<file path="config.mk">
export PLATFORM = sky130hd
export DESIGN_NAME = alu_exec_unit
export DESIGN_NICKNAME = d
export VERILOG_FILES = /design/src/rtl/alu_exec_pkg.sv /design/src/rtl/alu_shift_iter.sv /design/src/rtl/alu_exec_unit.sv
export SDC_FILE = /design/constraint.sdc
export NUM_CORES = 1
export LEC_CHECK = 0
export ABC_AREA = 1
export CAP_MARGIN = 20
export CORE_MARGIN = 8
export CORE_UTILIZATION = 45
export CTS_BUF_LIST = sky130_fd_sc_hd__clkbuf_8
export CTS_CLUSTER_SIZE = 10
export DETAILED_ROUTE_END_ITERATION = 12
export PLACE_DENSITY_LB_ADDON = 0.3
export SYNTH_ARGS = -nofsm -noshare
export SYNTH_HDL_FRONTEND = slang
export SYNTH_HIERARCHICAL = 1
export SYNTH_SLANG_ARGS = --single-unit
export TNS_END_PERCENT = 30
</file>
<file path="constraint.sdc">
create_clock -name clk -period 4.3 [get_ports clk]
set_input_delay 1.29 -clock clk [delete_from_list [all_inputs] [get_ports clk]]
set_output_delay 1.29 -clock clk [all_outputs]
set_load 0.1 [all_outputs]
</file>
<file path="src/rtl/alu_exec_pkg.sv">
// Shared types for the execute-stage ALU: operation codes (also used by the
// ALU control decoder), FSM state encoding and the default datapath width.
package alu_exec_pkg;

    localparam int XLEN_DEFAULT = 32;

    typedef enum logic [3:0] {
        OP_AND = 4'b0000,
        OP_OR  = 4'b0001,
        OP_ADD = 4'b0010,
        OP_XOR = 4'b0011,
        OP_SUB = 4'b0110,
        OP_SLT = 4'b0111,
        OP_SLL = 4'b1000,
        OP_SRL = 4'b1001,
        OP_SRA = 4'b1010
    } alu_op_e;

    typedef enum logic [1:0] {
        S_IDLE  = 2'd0,
        S_SHIFT = 2'd1,
        S_DONE  = 2'd2
    } alu_state_e;

endpackage

</file>
<file path="src/rtl/alu_shift_iter.sv">
// Iterative one-bit-per-cycle shifter used by alu_exec_unit when the
// ALU_EXEC_SHIFT_EN build option is defined.
module alu_shift_iter
    import alu_exec_pkg::*;
#(
    parameter int XLEN = XLEN_DEFAULT
) (
    input  logic                     clk,
    input  logic                     rst_n,
    input  logic                     start,
    input  alu_op_e                  op,
    input  logic [XLEN-1:0]          operand,
    input  logic [$clog2(XLEN)-1:0]  amount,
    output logic                     done,
    output logic [XLEN-1:0]          value
);

    localparam int SHW = $clog2(XLEN);

    logic [XLEN-1:0] sreg;
    logic [XLEN-1:0] shifted;
    logic [SHW-1:0]  count;
    alu_op_e         op_q;
    logic            busy;

    always_comb begin
        shifted = {1'b0, sreg[XLEN-1:1]};
        case (op_q)
            OP_SLL:  shifted = {sreg[XLEN-2:0], 1'b0};
            OP_SRA:  shifted = {sreg[XLEN-1], sreg[XLEN-1:1]};
            default: shifted = {1'b0, sreg[XLEN-1:1]};
        endcase
    end

    // The strobe fires on the cycle that performs the final shift, so the
    // parent registers `value` directly on that edge.
    assign done  = busy && (count == SHW'(1));
    assign value = shifted;

    always_ff @(posedge clk or negedge rst_n) begin
        if (!rst_n) begin
            sreg  <= '0;
            count <= '0;
            op_q  <= OP_AND;
            busy  <= 1'b0;
        end else if (start) begin
            sreg  <= operand;
            count <= amount;
            op_q  <= op;
            busy  <= 1'b1;
        end else if (busy) begin
            sreg  <= shifted;
            count <= count - SHW'(1);
            if (count == SHW'(1)) begin
                busy <= 1'b0;
            end
        end
    end

endmodule

</file>
<file path="src/rtl/alu_exec_unit.sv">
// Handshaked execute-stage ALU with registered result, zero and illegal flags.
// Build option ALU_EXEC_SHIFT_EN enables iterative SLL/SRL/SRA; otherwise they decode as illegal.
module alu_exec_unit
    import alu_exec_pkg::*;
#(
    parameter int XLEN = XLEN_DEFAULT
) (
    input  logic            clk,
    input  logic            rst_n,
    input  logic            in_valid,
    output logic            in_ready,
    input  logic [3:0]      ctrl_i,
    input  logic [XLEN-1:0] a_i,
    input  logic [XLEN-1:0] b_i,
    output logic            out_valid,
    input  logic            out_ready,
    output logic [XLEN-1:0] result_o,
    output logic            zero_o,
    output logic            illegal_o
);

    localparam logic [1:0] ST_IDLE  = 2'd0;
    localparam logic [1:0] ST_SHIFT = 2'd1;
    localparam logic [1:0] ST_DONE  = 2'd2;

    logic [1:0]      state;
    logic            accept;
    logic [XLEN-1:0] alu_result;
    logic            alu_illegal;
    logic            shift_launch;

    assign in_ready  = (state == ST_IDLE) || ((state == ST_DONE) && out_ready);
    assign accept    = in_valid && in_ready;
    assign out_valid = (state == ST_DONE);

`ifdef ALU_EXEC_SHIFT_EN
    localparam int SHW = $clog2(XLEN);

    logic            shift_done;
    logic [XLEN-1:0] shift_value;

    alu_shift_iter #(
        .XLEN (XLEN)
    ) u_shift (
        .clk     (clk),
        .rst_n   (rst_n),
        .start   (accept && shift_launch),
        .op      (alu_op_e'(ctrl_i)),
        .operand (a_i),
        .amount  (b_i[SHW-1:0]),
        .done    (shift_done),
        .value   (shift_value)
    );
`endif

    // A zero-amount shift is a plain pass-through and completes in one cycle.
    always_comb begin
        alu_result   = '0;
        alu_illegal  = 1'b0;
        shift_launch = 1'b0;
        case (ctrl_i)
            OP_AND: alu_result = a_i & b_i;
            OP_OR:  alu_result = a_i | b_i;
            OP_ADD: alu_result = a_i + b_i;
            OP_SUB: alu_result = a_i - b_i;
            OP_XOR: alu_result = a_i ^ b_i;
            OP_SLT: alu_result = XLEN'($signed(a_i) < $signed(b_i));
`ifdef ALU_EXEC_SHIFT_EN
            OP_SLL, OP_SRL, OP_SRA: begin
                alu_result   = a_i;
                shift_launch = (b_i[SHW-1:0] != '0);
            end
`endif
            default: alu_illegal = 1'b1;
        endcase
    end

    always_ff @(posedge clk or negedge rst_n) begin
        if (!rst_n) begin
            state     <= ST_IDLE;
            result_o  <= '0;
            zero_o    <= 1'b0;
            illegal_o <= 1'b0;
        end else begin
            case (state)
`ifdef ALU_EXEC_SHIFT_EN
                ST_SHIFT: begin
                    if (shift_done) begin
                        state     <= ST_DONE;
                        result_o  <= shift_value;
                        zero_o    <= (shift_value == '0);
                        illegal_o <= 1'b0;
                    end
                end
`endif
                default: begin
                    if (accept) begin
                        if (shift_launch) begin
                            state <= ST_SHIFT;
                        end else begin
                            state     <= ST_DONE;
                            result_o  <= alu_result;
                            zero_o    <= (alu_result == '0);
                            illegal_o <= alu_illegal;
                        end
                    end else if ((state == ST_DONE) && out_ready) begin
                        state <= ST_IDLE;
                    end
                end
            endcase
        end
    end

endmodule

</file>
* Yosys cells after proc, flatten, opt, wreduce, memory -nomap -nowiden
Cells that the tools add are included.
W data, S select, Z words.
** Storage, ports and cells
- Memory bits (writable) :: 0
- Bits in latches :: 0
- Register bits :: 36
- Memory bits (read-only) :: 0
- Output and inout bits :: 36
- Logic and storage cells :: 28
- Memories kept :: 0
** Cells by class
- Reduce and logical (&&, ||, !) cells :: 8
- Multiply operators :: 0
- Mux-type cells :: 4
- Bitwise gates (word level) :: 3
- Eq/ne operators :: 6
- $add $sub $neg :: 2
- Shifts and indexed selects :: 0
- Order comparisons :: 1
- Divide/modulo/power cells :: 0
** Operators by type and width (number)
- $pmux W32 S6 :: 1
- $add A32 B32 Y32 :: 1
- $and A32 B32 Y32 :: 1
- $logic_not A32 Y1 :: 1
- $lt A32 B32 Y1 :: 1
- $or A32 B32 Y32 :: 1
- $sub A32 B32 Y32 :: 1
- $xor A32 B32 Y32 :: 1
- $eq A4 B2 Y1 const B :: 2
- $eq A4 B3 Y1 const B :: 2
- $reduce_or A6 Y1 :: 1
- $eq A4 B1 Y1 const B :: 1
- $logic_not A4 Y1 :: 1
- $mux W2 :: 2
- $eq A2 B2 Y1 const B :: 1
- $logic_and A1 B1 Y1 :: 2
- $logic_not A2 Y1 :: 1
- $reduce_bool A2 Y1 :: 1
- $logic_or A1 B1 Y1 :: 1
- $mux W1 :: 1

* Depth between registers and ports, before layout
Gate-level depths: netlist of the first run.
- Word-level depth :: 5
- Gate-level depth with buffers :: 22
- Depth with buffers taken out :: 21

* Worst setup path before layout of the first run
OpenSTA, ideal clock, no wires.
- Path type :: in2out
- Start :: in out_ready
- End :: out in_ready
- Stages :: 2
- Path slack :: 1.031 ns
- Data arrival time :: 1.979 ns
- Cells stage by stage :: inv_1 nand2_1
** Between the ends
- Word-level cells in the longest chain between the ends :: 2
** RTL lines
- start, declared :: line alu_exec_unit.sv:16 : input logic out_ready,
- $logic_and A1 B1 Y1 :: line alu_exec_unit.sv:32 : assign in_ready = (state == ST_IDLE) || ((state == ST_DONE) && out_ready);
- $logic_or A1 B1 Y1 :: line alu_exec_unit.sv:32
- end, declared :: line alu_exec_unit.sv:11 : output logic in_ready,
No other way between the ends.

* Worst setup path in the final report of the first run
- Start :: in b_i[0]
- End :: reg zero_o
** Between the ends
- Word-level cells in the longest chain between the ends :: 3
** RTL lines
- start, declared :: line alu_exec_unit.sv:14 : input logic [XLEN-1:0] b_i,
- $sub A32 B32 Y32 (tied with other cells) :: line alu_exec_unit.sv:65 : OP_SUB: alu_result = a_i - b_i;
- $pmux W32 S6 (*) :: line alu_exec_unit.sv:61 : case (ctrl_i)
- $logic_not A32 Y1 (*) :: line alu_exec_unit.sv:103 : zero_o <= (alu_result == '0);
- end signal, assigned :: line alu_exec_unit.sv:103
- end, declared :: line alu_exec_unit.sv:18 : output logic zero_o,
Mark *: on every way between the ends. The rest lies on a longest branch, timed or not.
A chain may end at the register's enable or synchronous reset.

==> flow_metrics.env, run 1 <==
export IMPL_clockBufferDepth=2
export IMPL_synthXorXnorAreaFrac=0
export IMPL_ys_async_sr_fraction=1.00
export IMPL_p_per_area_nw_per_um2=213
export IMPL_clk_pin_slew_ns=0.06
export IMPL_gr_total_overflow=0
export IMPL_drc_errors=0
export IMPL_synth_top_area_cell="nand2_1"
export IMPL_setup_violations_final=0
export IMPL_fin_crit_sh=0.921
export IMPL_ant_nets=0
export IMPL_cts_tree="built"
export IMPL_worst_ep_arrival_time_ns=4.19
export IMPL_hold_viol_final=0
export IMPL_dr_pass1_iters=5
export IMPL_start_util=0.457
export IMPL_netlist_area_leader_share=0.245
export IMPL_rsz0062_at_grt="false"
export IMPL_avgSynthCellArea_um2=5.29
export IMPL_die_x_um=148
export IMPL_synth_compound_area_frac=0.113
export IMPL_synthTopCellsByCount="nand2_1 (509), inv_1 (287), nor2_1 (174), nand3_1 (120), ha_1 (101)"
export IMPL_grt_pass1_vias=9250
export IMPL_cts_inserted_buffers=5
export IMPL_peakVddDrop_uv=268
export IMPL_ys_seq_area_frac=0.112
export IMPL_path_class="in -> reg"
export IMPL_dpl_hpwl_um=26200
export IMPL_die_area_um2=21800
export IMPL_period_needed_ns=3.96
export IMPL_drive_gt1_frac=0.0602
export IMPL_p_leak_nw=5.65
export IMPL_num_vias=9605
export IMPL_synth_top_cells_by_area="nand2_1 (24%), ha_1 (16%), inv_1 (14%)"
export IMPL_grt_util_all_layers=0.276
export IMPL_avgViaCountPerCell=5.18
export IMPL_synth_flop_cell="dfrtp_1"
export IMPL_diodes=0
export IMPL_finalMaxSlewViolations=0
export IMPL_hold_class="reg -> reg"
export IMPL_clk_latency_ns=0.29
export IMPL_syn_cell_area_um2=7810
export IMPL_h_tree_depth=2
export IMPL_drt_total_wl_um=30400
export IMPL_core_um2=17100
export IMPL_port_buffers=107
export IMPL_postCtsSetupRepairBufs=0
export IMPL_cts_sinks=35
export IMPL_tightest_slew_ns=1.01
export IMPL_max_freq_mhz=252
export IMPL_start_kind="primary input"
export IMPL_gp_congestion=0.970
export IMPL_final_fill_count=1897
export IMPL_die_h_um=148
export IMPL_cp_end_kind="flop"
export IMPL_synth_fa_ha_area_frac=0.167
export IMPL_finalSetupTns_ns=0
export IMPL_netlist_instances=1477
export IMPL_syn_to_final_growth_pct=23.8
export IMPL_layout_setup_ws_ns=0.338
export IMPL_yosysWarnings=6
export IMPL_grt_pass1_wl_um=48000
export IMPL_clock_skew_ns=0.00788
export IMPL_grt_start_max_net_pins=52
export IMPL_wire_per_inst_um=16.4
export IMPL_cp_max_fo=4
export IMPL_yosys_area_share_simple=0.441
export IMPL_ys_ff_latch=35
export IMPL_antenna_found_initial=0
export IMPL_maxSlewHeadroom=0.327
export IMPL_ctsRootBufferMaster="clkbuf_8"
export IMPL_outcome="completed"
export IMPL_synth_edf_count=0
export IMPL_cts_hold_buffers=0
export IMPL_maxCapViolations=0
export IMPL_std_cell_rows=48
export IMPL_ios=108
export IMPL_pre_cts_slack_ns=0.00741
export IMPL_synth_most_common_cell="nand2_1"
export IMPL_fin_nets=1803
export IMPL_ys_types=33
export IMPL_synth_nets=1652
export IMPL_required_ns=4.52
export IMPL_drt_initial_drc_count=836
export IMPL_synthMuxAreaShare=0
export IMPL_synth_top_family_by_area="simple AND/OR/NAND/NOR gates"
## where the power goes
group          internal, W  switching (W)
Sequential        0.000369      0.0000216
Clock             0.000169       0.000112
Combinational     0.000426       0.000966
Total             0.000965        0.00110
## final timing paths
kind                         startpoint  cells past startpoint  slack [ns]            to
setup / recovery                 b_i[0]                     21        0.34        zero_o
hold / removal             result_o[30]                      2        0.48  result_o[30]
setup reg to reg               state[1]                     13        2.57        zero_o
hold reg to reg            result_o[30]                      2        0.48  result_o[30]
max in group asynchronous         rst_n                      2        2.58  result_o[31]
min in group asynchronous         rst_n                      2        1.42   result_o[6]
## final cells by class
type	count	area, um^2	area share
Timing Repair Buffer	185	1690	0.175
Inverter	290	1090	0.113
Tap cell	225	282	0.0291
Sequential cell	35	876	0.0905
Clock inverter	2	37.5	0.00388
Clock buffer	5	68.8	0.00711
Multi-Input combinational cell	1111	5630	0.582
## through the flow
stage	std cells	cell area (um^2)	hold WS (ns)	total power [W]	util
5_1_grt	1853	9680	0.502	0.00221	0.565
4_1_cts	1853	9670	0.483	0.00205	0.565
2_1_floorplan	1477	7810	0.984	0.00130	-
3_5_place_dp	1846	9570	0.466	0.00177	0.559
3_3_place_gp	1846	9570	0.462	0.00176	0.559
6_report	1853	9680	0.477	0.00206	0.565
## flip-flops by register name (all words and copies together) (netlist names)
| signal | count |
|---|---|
| result_o | 32 |
| illegal_o | 1 |
| zero_o | 1 |
| state | 1 |
## cell families after synthesis
family                   count (synthesis)
adder cells (fa/ha/maj)                103
buffers and inverters                  331
AND/OR/NAND/NOR                        846
flip-flops                              35
AO/OA/AOI/OAI                          162
## layout by cell type, fill, tap and decap left out
cell type / count
nand3_2: 3
o21a_1: 1
o21bai_1: 10
buf_4: 76
or2_0: 1
a221oi_1: 1
a21oi_2: 1
clkdlybuf4s50_1: 106
nand3_1: 120
and2_1: 1
nand3b_1: 6
o211ai_1: 1
nor4_1: 1
clkinvlp_4: 1
inv_1: 287
a31oi_1: 1
nor2_1: 173
clkinv_1: 2
nor2_2: 3
fa_1: 2
ha_1: 101
inv_2: 1
clkbuf_8: 5
dfrtp_1: 35
o21ai_0: 47
bufinv_16: 1
nor3_2: 2
nand2_2: 2
buf_12: 3
nor3_1: 13
o22ai_1: 26
a21oi_1: 74
nand2_1: 509
nand4_1: 12
## per-layer routing
metal / GRT usage / vias up / part of all wire
li1: - / 4839 / -
met1: 0.374 / 4313 / 0.45
met2: 0.440 / 407 / 0.43
met3: 0.0437 / 46 / 0.091
met4: 0.0836 / 0 / 0.028
met5: 0 / - / 0
## timing repair
| action | 4_1_cts | 5_1_grt |
|---|---|---|
| endpoints found under the setup margin | 0 | 1 |
| resized for setup | 0 | 1 |
| endpoints found under the hold margin | 0 | 0 |
## worst max-delay path: stages
cell,delay [ns]
clkdlybuf4s50_1,0.52
ha_1,0.25
inv_1,0.07
fa_1,0.38
inv_1,0.09
nand3_1,0.11
nand2_1,0.17
nand2_1,0.08
nand2_1,0.15
nand2_1,0.09
nand2_1,0.10
nand2_1,0.06
nand3_1,0.07
nand3_1,0.09
nor2_1,0.19
nand2_1,0.07
nor2_1,0.09
nand3_1,0.09
nor2_1,0.11
nand2_1,0.06
nand2_1,0.05
Note: power is estimated with default switching activity, not from simulation.
==> run 2: changes to the inputs <==
--- a/config.mk
+++ b/config.mk
@@ -12,6 +12,7 @@
 export CTS_BUF_LIST = sky130_fd_sc_hd__clkbuf_8
 export CTS_CLUSTER_SIZE = 10
 export DETAILED_ROUTE_END_ITERATION = 12
+export DONT_BUFFER_PORTS = 1
 export PLACE_DENSITY_LB_ADDON = 0.3
 export SYNTH_ARGS = -nofsm -noshare
 export SYNTH_HDL_FRONTEND = slang
==> flow_metrics.env, run 2 (synthesized netlist as in run 1, its figures left out) <==
export IMPL_outcome="completed"
export IMPL_finish_utilization=0.474
export IMPL_power_w=0.00178
export IMPL_clockBufferDepth=2
export IMPL_std_cell_rows=48
export IMPL_grt_util_all_layers=0.264
export IMPL_period_needed_ns=3.53
export IMPL_fin_area_um2=8120
export IMPL_cp_end_kind="flop"
export IMPL_cp_max_fo=9
export IMPL_hold_class="in -> async"
export IMPL_pre_cts_slack_ns=0.556
export IMPL_dpl_hpwl_um=25000
export IMPL_setup_violations_final=0
export IMPL_die_x_um=148
export IMPL_start_kind="primary input"
export IMPL_wire_per_inst_um=17.6
export IMPL_mostFrequentLayoutCells="nand2_1 (509), inv_1 (287), nor2_1 (174), nand3_1 (120), ha_1 (101)"
export IMPL_r2r_slack_ns=2.09
export IMPL_r2r_cells=15
export IMPL_layout_setup_ws_ns=0.767
export IMPL_die_area_um2=21800
export IMPL_clock_skew_ns=0.00243
export IMPL_internal_power_w=0.000727
export IMPL_p_per_area_nw_per_um2=219
export IMPL_num_vias=9151
export IMPL_cts_sinks=35
export IMPL_ant_nets=0
export IMPL_h_tree_depth=2
export IMPL_power_frac_clock=0.125
export IMPL_cts_resized_gates=0
export IMPL_drt_total_wl_um=29700
export IMPL_rsz0062_at_grt="false"
export IMPL_switching_share=0.591
export IMPL_pwr_share_seq=0.388
export IMPL_clk_latency_ns=0.28
export IMPL_die_h_um=148
export IMPL_cpMostUsedCell="nand2_1"
export IMPL_maxCapViolations=0
export IMPL_drc_errors=0
export IMPL_gp_congestion=1.02
export IMPL_tightest_slew_ns=0.948
export IMPL_required_ns=4.52
export IMPL_core_um2=17100
export IMPL_path_class="in -> reg"
export IMPL_grt_pass1_vias=8500
export IMPL_switchingPower_w=0.00105
export IMPL_dr_pass1_iters=5
export IMPL_clk_pin_slew_ns=0.07
export IMPL_drt_initial_drc_count=1005
export IMPL_p_leak_nw=4.95
export IMPL_avgViaCountPerCell=5.41
export IMPL_cts_tree="built"
export IMPL_r2r_start="state[1]"
export IMPL_slowest_stage="ha_1"
export IMPL_combPwrFrac=0.487
export IMPL_fin_crit_sh=0.822
export IMPL_ctsRootBufferMaster="clkbuf_8"
export IMPL_grt_start_max_net_pins=52
export IMPL_drive_gt1_frac=0.0273
export IMPL_worst_ep_arrival_time_ns=3.75
export IMPL_hold_viol_final=0
export IMPL_place_area_um2=8030
export IMPL_peakVddDrop_uv=289
export IMPL_finalMaxSlewViolations=0
export IMPL_port_buffers=0
export IMPL_max_freq_mhz=283
export IMPL_grt_pass1_wl_um=45900
export IMPL_gr_total_overflow=0
export IMPL_cts_hold_buffers=0
export IMPL_worstReg2RegEnd="zero_o"
export IMPL_antenna_found_initial=0
export IMPL_largest_register_ffs=32
export IMPL_start_util=0.457
export IMPL_fin_nets=1639
export IMPL_ios=108
export IMPL_postCtsSetupRepairBufs=0
export IMPL_path_cells="inv_1 > ha_1 > nand2_1 > nor2_1 > nand2_1 > nor3_1 > nand2_1 > nand2_1 > nand2_1 > nand3_1 > nand3_1 > nor2_1 > nand3_1 > nor2_1 > nand2_1 > nand2_1"
export IMPL_regMostFlops="result_o"
export IMPL_finalSetupTns_ns=0
export IMPL_crit_path_max_incr_delay_ns=0.53
export IMPL_cts_inserted_buffers=5
export IMPL_syn_to_final_growth_pct=3.88
export IMPL_maxSlewHeadroom=0.366
export IMPL_diodes=0
export IMPL_final_fill_count=1928
export IMPL_mostFrequentLayoutCell="nand2_1"
-- run 2: changes by cell type in the layout (fill, tap and decap cells not counted) --
cell	delta
clkinvlp_4	-1
bufinv_16	-1
clkinv_2	+3
clkdlybuf4s50_1	-106
buf_4	-55
nor2_1	+1
buf_12	-3
nor2_2	-1
-- run 2: power groups by stage --
stage                     Sequential, W  Combinational (W)  Clock [W]
after floorplan                0.000693           0.000603          0
after global placement         0.000696           0.000841          0
after detailed placement       0.000698           0.000839          0
after CTS                      0.000692           0.000843   0.000227
after global routing           0.000697           0.000964   0.000241
final                          0.000690           0.000866   0.000222
-- run 2: per-stage QoR --
step / hold slack [ns] / instances
4_1_cts: 0.687 / 1690
3_5_place_dp: 0.746 / 1682
3_3_place_gp: 0.741 / 1682
6_report: 0.696 / 1690
2_1_floorplan: 0.984 / 1477
5_1_grt: 0.673 / 1690
-- run 2: final cells by class --
class                           instances  area (um^2)  area share
Tap cell                              225          282      0.0347
Timing Repair Buffer                   21          158      0.0194
Multi-Input combinational cell       1111         5630       0.694
Sequential cell                        35          876       0.108
Clock buffer                            5         68.8     0.00848
Inverter                              290         1090       0.134
Clock inverter                          3         15.0     0.00185
-- run 2: worst max path at each step --
stage,slack (ns),end,cells past startpoint,start
global placement,0.47,zero_o,18,b_i[8]
detailed placement,0.56,zero_o,20,a_i[0]
floorplan,1.03,in_ready,2,out_ready
global route,0.56,zero_o,20,a_i[0]
CTS,0.84,zero_o,20,a_i[0]
finish,0.77,zero_o,16,b_i[16]
-- run 2: worst max-delay path: cells and delay by family --
kind / cells / cell delay (ns)
adder cells (fa/ha/maj): 1 / 0.53
buffers and inverters: 1 / 0.03
AND/OR/NAND/NOR: 14 / 1.88
-- run 2: routing by layer --
layer | global-route usage | vias up | part of all wire
met3 | 0.0449 | 34 | 0.11
met1 | 0.375 | 4175 | 0.45
met5 | 0 | - | 0
li1 | - | 4497 | -
met4 | 0.0500 | 0 | 0.016
met2 | 0.412 | 445 | 0.43
==> run 3: changes to the inputs <==
==> constraint.sdc (replaced) <==
create_clock -name clk -period 2.9 [get_ports clk]
set_input_delay 0.87 -clock clk [delete_from_list [all_inputs] [get_ports clk]]
set_output_delay 0.87 -clock clk [all_outputs]
set_load 0.1 [all_outputs]
==> flow_metrics.env, run 3 (synthesized netlist as in run 1, its figures left out) <==
export IMPL_fin_area_um2=10000
export IMPL_mostFrequentLayoutCells="nand2_1 (489), inv_1 (288), buf_4 (224), nor2_1 (145), nand3_1 (114)"
export IMPL_drive_gt1_frac=0.195
export IMPL_p_leak_nw=6.00
export IMPL_avgViaCountPerCell=5.16
export IMPL_cp_max_fo=5
export IMPL_wire_per_inst_um=15.8
export IMPL_clk_latency_ns=0.29
export IMPL_drt_total_wl_um=30100
export IMPL_die_h_um=148
export IMPL_max_freq_mhz=358
export IMPL_p_per_area_nw_per_um2=306
export IMPL_place_area_um2=9620
export IMPL_cts_inserted_buffers=5
export IMPL_die_area_um2=21800
export IMPL_clk_pin_slew_ns=0.07
export IMPL_ctsRootBufferMaster="clkbuf_8"
export IMPL_hold_viol_final=0
export IMPL_tightest_slew_ns=0.932
export IMPL_grt_start_max_net_pins=52
export IMPL_largest_register_ffs=32
export IMPL_outcome="completed"
export IMPL_die_x_um=148
export IMPL_cpMostUsedCell="nand2_1"
export IMPL_start_util=0.457
export IMPL_finalMaxSlewViolations=0
export IMPL_clock_skew_ns=0.00579
export IMPL_clockBufferDepth=2
export IMPL_diodes=0
export IMPL_start_kind="primary input"
export IMPL_mostFrequentLayoutCell="nand2_1"
export IMPL_peakVddDrop_uv=395
export IMPL_maxCapViolations=0
export IMPL_cts_tree="built"
export IMPL_port_buffers=0
export IMPL_path_cells="ha_2 > inv_1 > fa_1 > inv_2 > nand2_1 > nand2_1 > nand3_1 > nand2_2 > nand2_1 > nand2_1 > nand3_1 > nand2_1 > nand2_1 > nand3_1 > nand3_1 > nor2_1 > nand2_1 > nor2_1 > nand2_1 > nand2_1"
export IMPL_r2r_start="state[1]"
export IMPL_cts_sinks=35
export IMPL_regMostFlops="result_o"
export IMPL_worst_hold_slack_ns=0.270
export IMPL_period_needed_ns=2.79
export IMPL_path_class="in -> reg"
export IMPL_h_tree_depth=2
export IMPL_worst_ep_arrival_time_ns=3.02
export IMPL_syn_to_final_growth_pct=28.3
export IMPL_drt_initial_drc_count=914
export IMPL_dpl_hpwl_um=25300
export IMPL_core_um2=17100
export IMPL_gp_congestion=0.984
export IMPL_num_vias=9787
export IMPL_drc_errors=0
export IMPL_gr_total_overflow=0
export IMPL_grt_pass1_wl_um=46000
export IMPL_ant_nets=0
export IMPL_crit_path_start="a_i[0]"
export IMPL_std_cell_rows=48
export IMPL_cts_hold_buffers=0
export IMPL_antenna_found_initial=0
export IMPL_maxSlewHeadroom=0.378
export IMPL_cp_end_kind="flop"
export IMPL_crit_path_max_incr_delay_ns=0.40
export IMPL_r2r_slack_ns=1.29
export IMPL_fin_nets=1846
export IMPL_power_w=0.00307
export IMPL_hold_class="in -> async"
export IMPL_grt_pass1_vias=9108
export IMPL_dr_pass1_iters=6
export IMPL_fin_crit_sh=0.962
export IMPL_slowest_stage="fa_1"
export IMPL_grt_util_all_layers=0.263
export IMPL_required_ns=3.13
export IMPL_ios=108
export IMPL_setup_violations_final=0
run 3: cell count changes in the layout (fill, tap and decap cells not counted), sizes merged:
| cell | change |
|---|---|
| buf | +207 |
| clkinv | -2 |
| inv | +2 |
run 3: per-layer routing:
metal / wire [um] / vias to the layer above / share of wire / global-route usage
met5: 0 / - / 0 / 0
met4: 702 / 0 / 0.023 / 0.0770
met3: 3430 / 59 / 0.11 / 0.0666
met2: 12800 / 470 / 0.43 / 0.412
met1: 13100 / 4347 / 0.44 / 0.350
li1: - / 4911 / - / -
run 3: power breakdown:
part | switching, W | internal, W
sequential | 0.000355 | 0.000540
combinational | 0.00114 | 0.000704
clock | 0.000169 | 0.000161
total | 0.00166 | 0.00141
run 3: cell type report:
class	instances	area, um^2
fillers	1801	7090
multi-input cells	1111	5930
repair buffers	228	1760
inverters	290	1090
flip-flops and latches	35	876
well taps	225	282
clock buffers	5	68.8
clock inverters	3	12.5
run 3: repair_timing:
action,CTS,global route
endpoints found under the setup margin,0,3
gates resized for setup,0,87
setup buffers,0,2
run 3: worst paths after layout:
kind | to | depth (start not counted)
min in group clk | result_o[2] | 1
worst min register to register | result_o[2] | 1
max in group asynchronous | result_o[14] | 0
worst max register to register | zero_o | 13
worst min-delay path | result_o[22] | 0
worst max-delay path | zero_o | 20
run 3: critical path: cells and delay by family:
family	cells	cell delay, ns
and+or+nand+nor	16	1.42
adders and majority gates	2	0.58
buffers and inverters	2	0.14
run 3: through the flow:
| step | instances | worst slack, ns | setup TNS, ns | utilization |
|---|---|---|---|---|
| after global routing | 1897 | -0.0210 | -0.0210 | 0.586 |
| after detailed placement | 1887 | -0.245 | -0.966 | 0.562 |
| final | 1897 | 0.110 | 0 | 0.586 |
| after CTS | 1895 | 0.0489 | 0 | 0.567 |
| after global placement | 1887 | -0.251 | -0.565 | 0.562 |
| after floorplan | 1477 | 0.175 | 0 | - |
==> RTL change 1, RTL diff (settings of run 3) <==
The option `ALU_EXEC_SHIFT_EN` is turned on by a define.
--- a/src/rtl/alu_exec_unit.sv
+++ b/src/rtl/alu_exec_unit.sv
@@ -1,4 +1,6 @@
 // Handshaked execute-stage ALU with registered result, zero and illegal flags.
 // Build option ALU_EXEC_SHIFT_EN enables iterative SLL/SRL/SRA; otherwise they decode as illegal.
+`define ALU_EXEC_SHIFT_EN
+
 module alu_exec_unit
     import alu_exec_pkg::*;
Function: changed (a bounded check fails within 4 cycles, from zero or initial values and one cycle with rst_n low).
==> RTL change 1 against run 3 <==
- final area rose by 49%
- synthesized area is 43% higher
- routed wire length is 62% higher
- setup slack worse by 0.048 ns
- first-iteration DRC count grew 58%
- power grew to 3.0 times the old value
- count of clock-buffer cells in the layout grew 5
- sequential cell count rose by 43
==> RTL change 1: results (changes against run 3) <==
* Syn Nets at 2121 (+28%)
* Mux contribution to synthesized area at 0% (unchanged)
* Depth of the worst register-to-register path at 9 (-4)
* Synth Area in XOR/XNOR at 0.393% (+0.39 points)
* Leakage at 8.37 nW (+40%)
* Initial drt markers at 1446 (+58%)
* Worst Setup SP: a_i[1]
* Num CTS Buffers at 9 (+4)
* GP Congestion at 1.03 (+4.9%)
* Synth cell types at 42 (+27%)
* Top Registers: result_o (32), u_shift/sreg (32), u_shift/count (5)
* Peak VDD IR at 1130 uV (+180%)
* Synth Area in Adders at 12.7% (-4.0 points)
* Vias in the first global route at 13100 (+44%)
* Largest cells by area after synthesis: nand2_1, dfrtp_1, ha_1, inv_1, nand3_1
* Hold Worst Slack at 0.192 ns (-0.0779 ns)
* Placed inst area at 14100 um2 (+47%)
* Hold WC Path Type: in2async
* Compound-Gate Fraction of Synth Area at 13.3% (+2.0 points)
* H-Tree Depth at 3 (+1)
* Largest net degree at the start of global routing at 79 (+52%)
* HPWL Detailed at 40.4 mm (+59%)
* Relative slew slack at 37.5% (-0.32 points)
* Status: finished, final reports clean
* DR vias at 14200 (+45%)
* Worst Path Arrival at 3.14 ns (+0.12 ns)
* Worst setup margin at 0.0620 ns (-0.0478 ns)
* All-layer global routing usage at 30.7% (+4.3 points)
* Reg clk slew, reported paths at 0.08 ns
* CP Max Fanout at 4 (-1)
* Sequential area share after synthesis at 17.5% (+6.3 points)
* Ant. Diodes at 0 (unchanged)
* Via/cell ratio at 5.45 (+5.7%)
* Clk_lat worst skew at 0.36 ns (+0.07 ns)
* Clock Skew at 0.00999 ns (+0.00421 ns)
* Nets@finish at 2452 (+33%)
* Reg2reg start: u_shift/op_q[1]
* Drt wl/cell at 18.8 um (+18%)
* Place WS at -0.610 ns (-0.366 ns)
* Synth cell count leaders: nand2_1, inv_1, nand3_1
* First-pass GRT wire length at 72.9 mm (+59%)
* Placed cell count at 2574 (+36%)
* Number of fill cells at 2405 (+34%)
* Reg-to-reg slack, setup at 0.21 ns (-1.08 ns)
* Ys flop type: dfrtp_1
* Initial DRT Pass Iterations at 8 (+2)
* Share of cells above drive strength 1 at 24.3% (+4.8 points)
* Syn avg cell area at 5.76 um2 (+8.8%)
-- RTL change 1: cell count changes after synthesis, sizes merged, moves of 26 or more --
cell	before	now
nand3	123	212
nand2	511	568
o21ai	47	73
dfrtp	35	78
and2	1	35
nor2	176	214
a22oi	0	36
inv	288	336
-- RTL change 1: layer usage --
layer  up-vias  track usage [%]  share of wire (%)
li1       6801                -                  -
met1      6623             43.0                 45
met2       648             47.5                 43
met3        91             4.29                9.2
met4         0             10.1                3.3
met5         -                0                  0
-- RTL change 1: worst max-delay path, cell delays in order --
cell and delay [ns]:
inv_1 0.05, ha_1 0.36, inv_1 0.09, buf_4 0.11
nand3_1 0.10, nand2_2 0.15, nand2_1 0.09, nand2_2 0.14
nand2_1 0.09, nand2_1 0.11, buf_4 0.11, nand2_1 0.04
nand3_1 0.08, nand3_2 0.15, nor2_1 0.13, nand4_1 0.15
nor2_1 0.12, nand2_1 0.07, a21oi_2 0.11
-- RTL change 1: kinds of logic after synthesis --
| group | Yosys count |
|---|---|
| compound gates | 252 |
| xor+xnor | 5 |
| fa+ha+maj | 112 |
| buf+inv | 403 |
| flops | 78 |
| simple gates | 1087 |
-- RTL change 1: timing repair --
item	4_1_cts	5_1_grt
buffers inserted	0	7
setup endpoints to repair	2	17
resized for setup	22	126
pin swaps	2	19
-- RTL change 1: power by group --
part           internal (mW)  switching [mW]  total [mW]
Combinational           2.01            3.91        5.92
Clock                  0.324           0.404       0.727
Sequential              1.59            1.01        2.60
Total                   3.92            5.32        9.24
-- RTL change 1: final cells by class --
class	count	area [um2]	area share, %
clock buffer	10	138	0.920
sequential	78	1950	13.1
timing repair buffer	387	3000	20.0
multi-input combinational	1456	8170	54.6
inverter	336	1270	8.48
clock inverter	6	30.0	0.201
tap	324	405	2.71
==> RTL change 2, RTL diff (flow settings as in run 3) <==
Made on the original files. Make the reset (`rst_n`) synchronous in one clocked block.
--- a/src/rtl/alu_exec_unit.sv
+++ b/src/rtl/alu_exec_unit.sv
@@ -76,5 +76,5 @@
     end
 
-    always_ff @(posedge clk or negedge rst_n) begin
+    always_ff @(posedge clk) begin
         if (!rst_n) begin
             state     <= ST_IDLE;
Behaviour: differs if rst_n is asserted again (counterexample within 4 cycles, from zero or initial values and one cycle with rst_n low); with rst_n held inactive, the same outputs for 10 cycles.
==> RTL change 2 against run 3 <==
- setup slack got worse by 0.035 ns
- sequential cell count did not move
- die area rose by 0.28%
- final area rose by 7.9%
- synthesized area rose by 0.32%
- sequential power fell by 40%
- power rose by 1.2%
- routed wire length rose by 8.7%
==> RTL change 2: results (changes against run 3) <==
* Status: finished, final reports clean
* Share of cells above drive strength 1 at 25.2% (+5.7 points)
* Met2 WL at 14.4 mm (+12%)
* Met1 wire length at 14.4 mm (+9.5%)
* Leakage at 6.32 nW (+5.4%)
* Synth cell types at 32 (-3.0%)
* Area of the multi-input gates at 6400 um2 (+7.9%)
* Sequential area share after synthesis at 8.94% (-2.3 points)
* Slowest cell on the critical path: fa_2
* Relative slew slack at 64.6% (+27 points)
* Initial drt markers at 833 (-8.9%)
* Hold WC Path Type: reg2reg
* Initial DRT Pass Iterations at 7 (+1)
* Hold Worst Slack at 0.499 ns (+0.229 ns)
* Synth cell count leaders: nand2_1, inv_1, nor2_1
* Syn Nets at 1696 (+2.7%)
* Met3 WL post-DR at 2.89 mm (-16%)
* Max incr delay on CP at 0.38 ns (-0.02 ns)
* GP Congestion at 0.999 (+1.5%)
* P_seq at 0.537 mW (-40%)
* First-pass GRT wire length at 49.1 mm (+6.7%)
* Mapped Cells at 1521 (+3.0%)
* All-layer global routing usage at 28.1% (+1.8 points)
* Peak VDD IR at 368 uV (-6.9%)
* Nets@finish at 1934 (+4.8%)
* Met1 Track Usage GR at 37.2% (+2.1 points)
* Placed cell count at 1968 (+4.3%)
* P_clk at 0.435 mW (+32%)
* Placed inst area at 9960 um2 (+3.4%)
* Sequential cell area at 701 um2 (-20%)
* Repair and plain buffers at 271 (+19%)
* Largest cells by area after synthesis: nand2_1, ha_1, inv_1, nor2_1, dfxtp_1
* Signal buf overhead at 19.3% (+1.7 points)
* DRT Wirelength at 32.7 mm (+8.7%)
* Reg2reg start: state[1]
-- RTL change 2: cell count changes in the layout (fill, tap and decap cells not counted), moves of 14 or more --
cell | run 3 | this run
o211ai_1 | 1 | 15
nand2_2 | 22 | 37
nand2_1 | 489 | 436
dfxtp_1 | 0 | 35
buf_4 | 224 | 267
inv_1 | 288 | 314
dfrtp_1 | 35 | 0
-- RTL change 2: repair_timing --
item | in CTS | in global routing
setup buffers | 0 | 10
endpoints found under the setup margin | 1 | 15
resized for setup | 3 | 166
pin swaps | 0 | 34
hold buffers | 0 | 0
-- RTL change 2: cell families after synthesis --
kind of cell / Yosys count / synth area share, %
AND/OR/NAND/NOR: 839 / 43.6
buffers and inverters: 367 / 18.1
AO/OA/AOI/OAI: 177 / 12.7
adder cells (fa/ha/maj): 103 / 16.6
flip-flops: 35 / 8.94
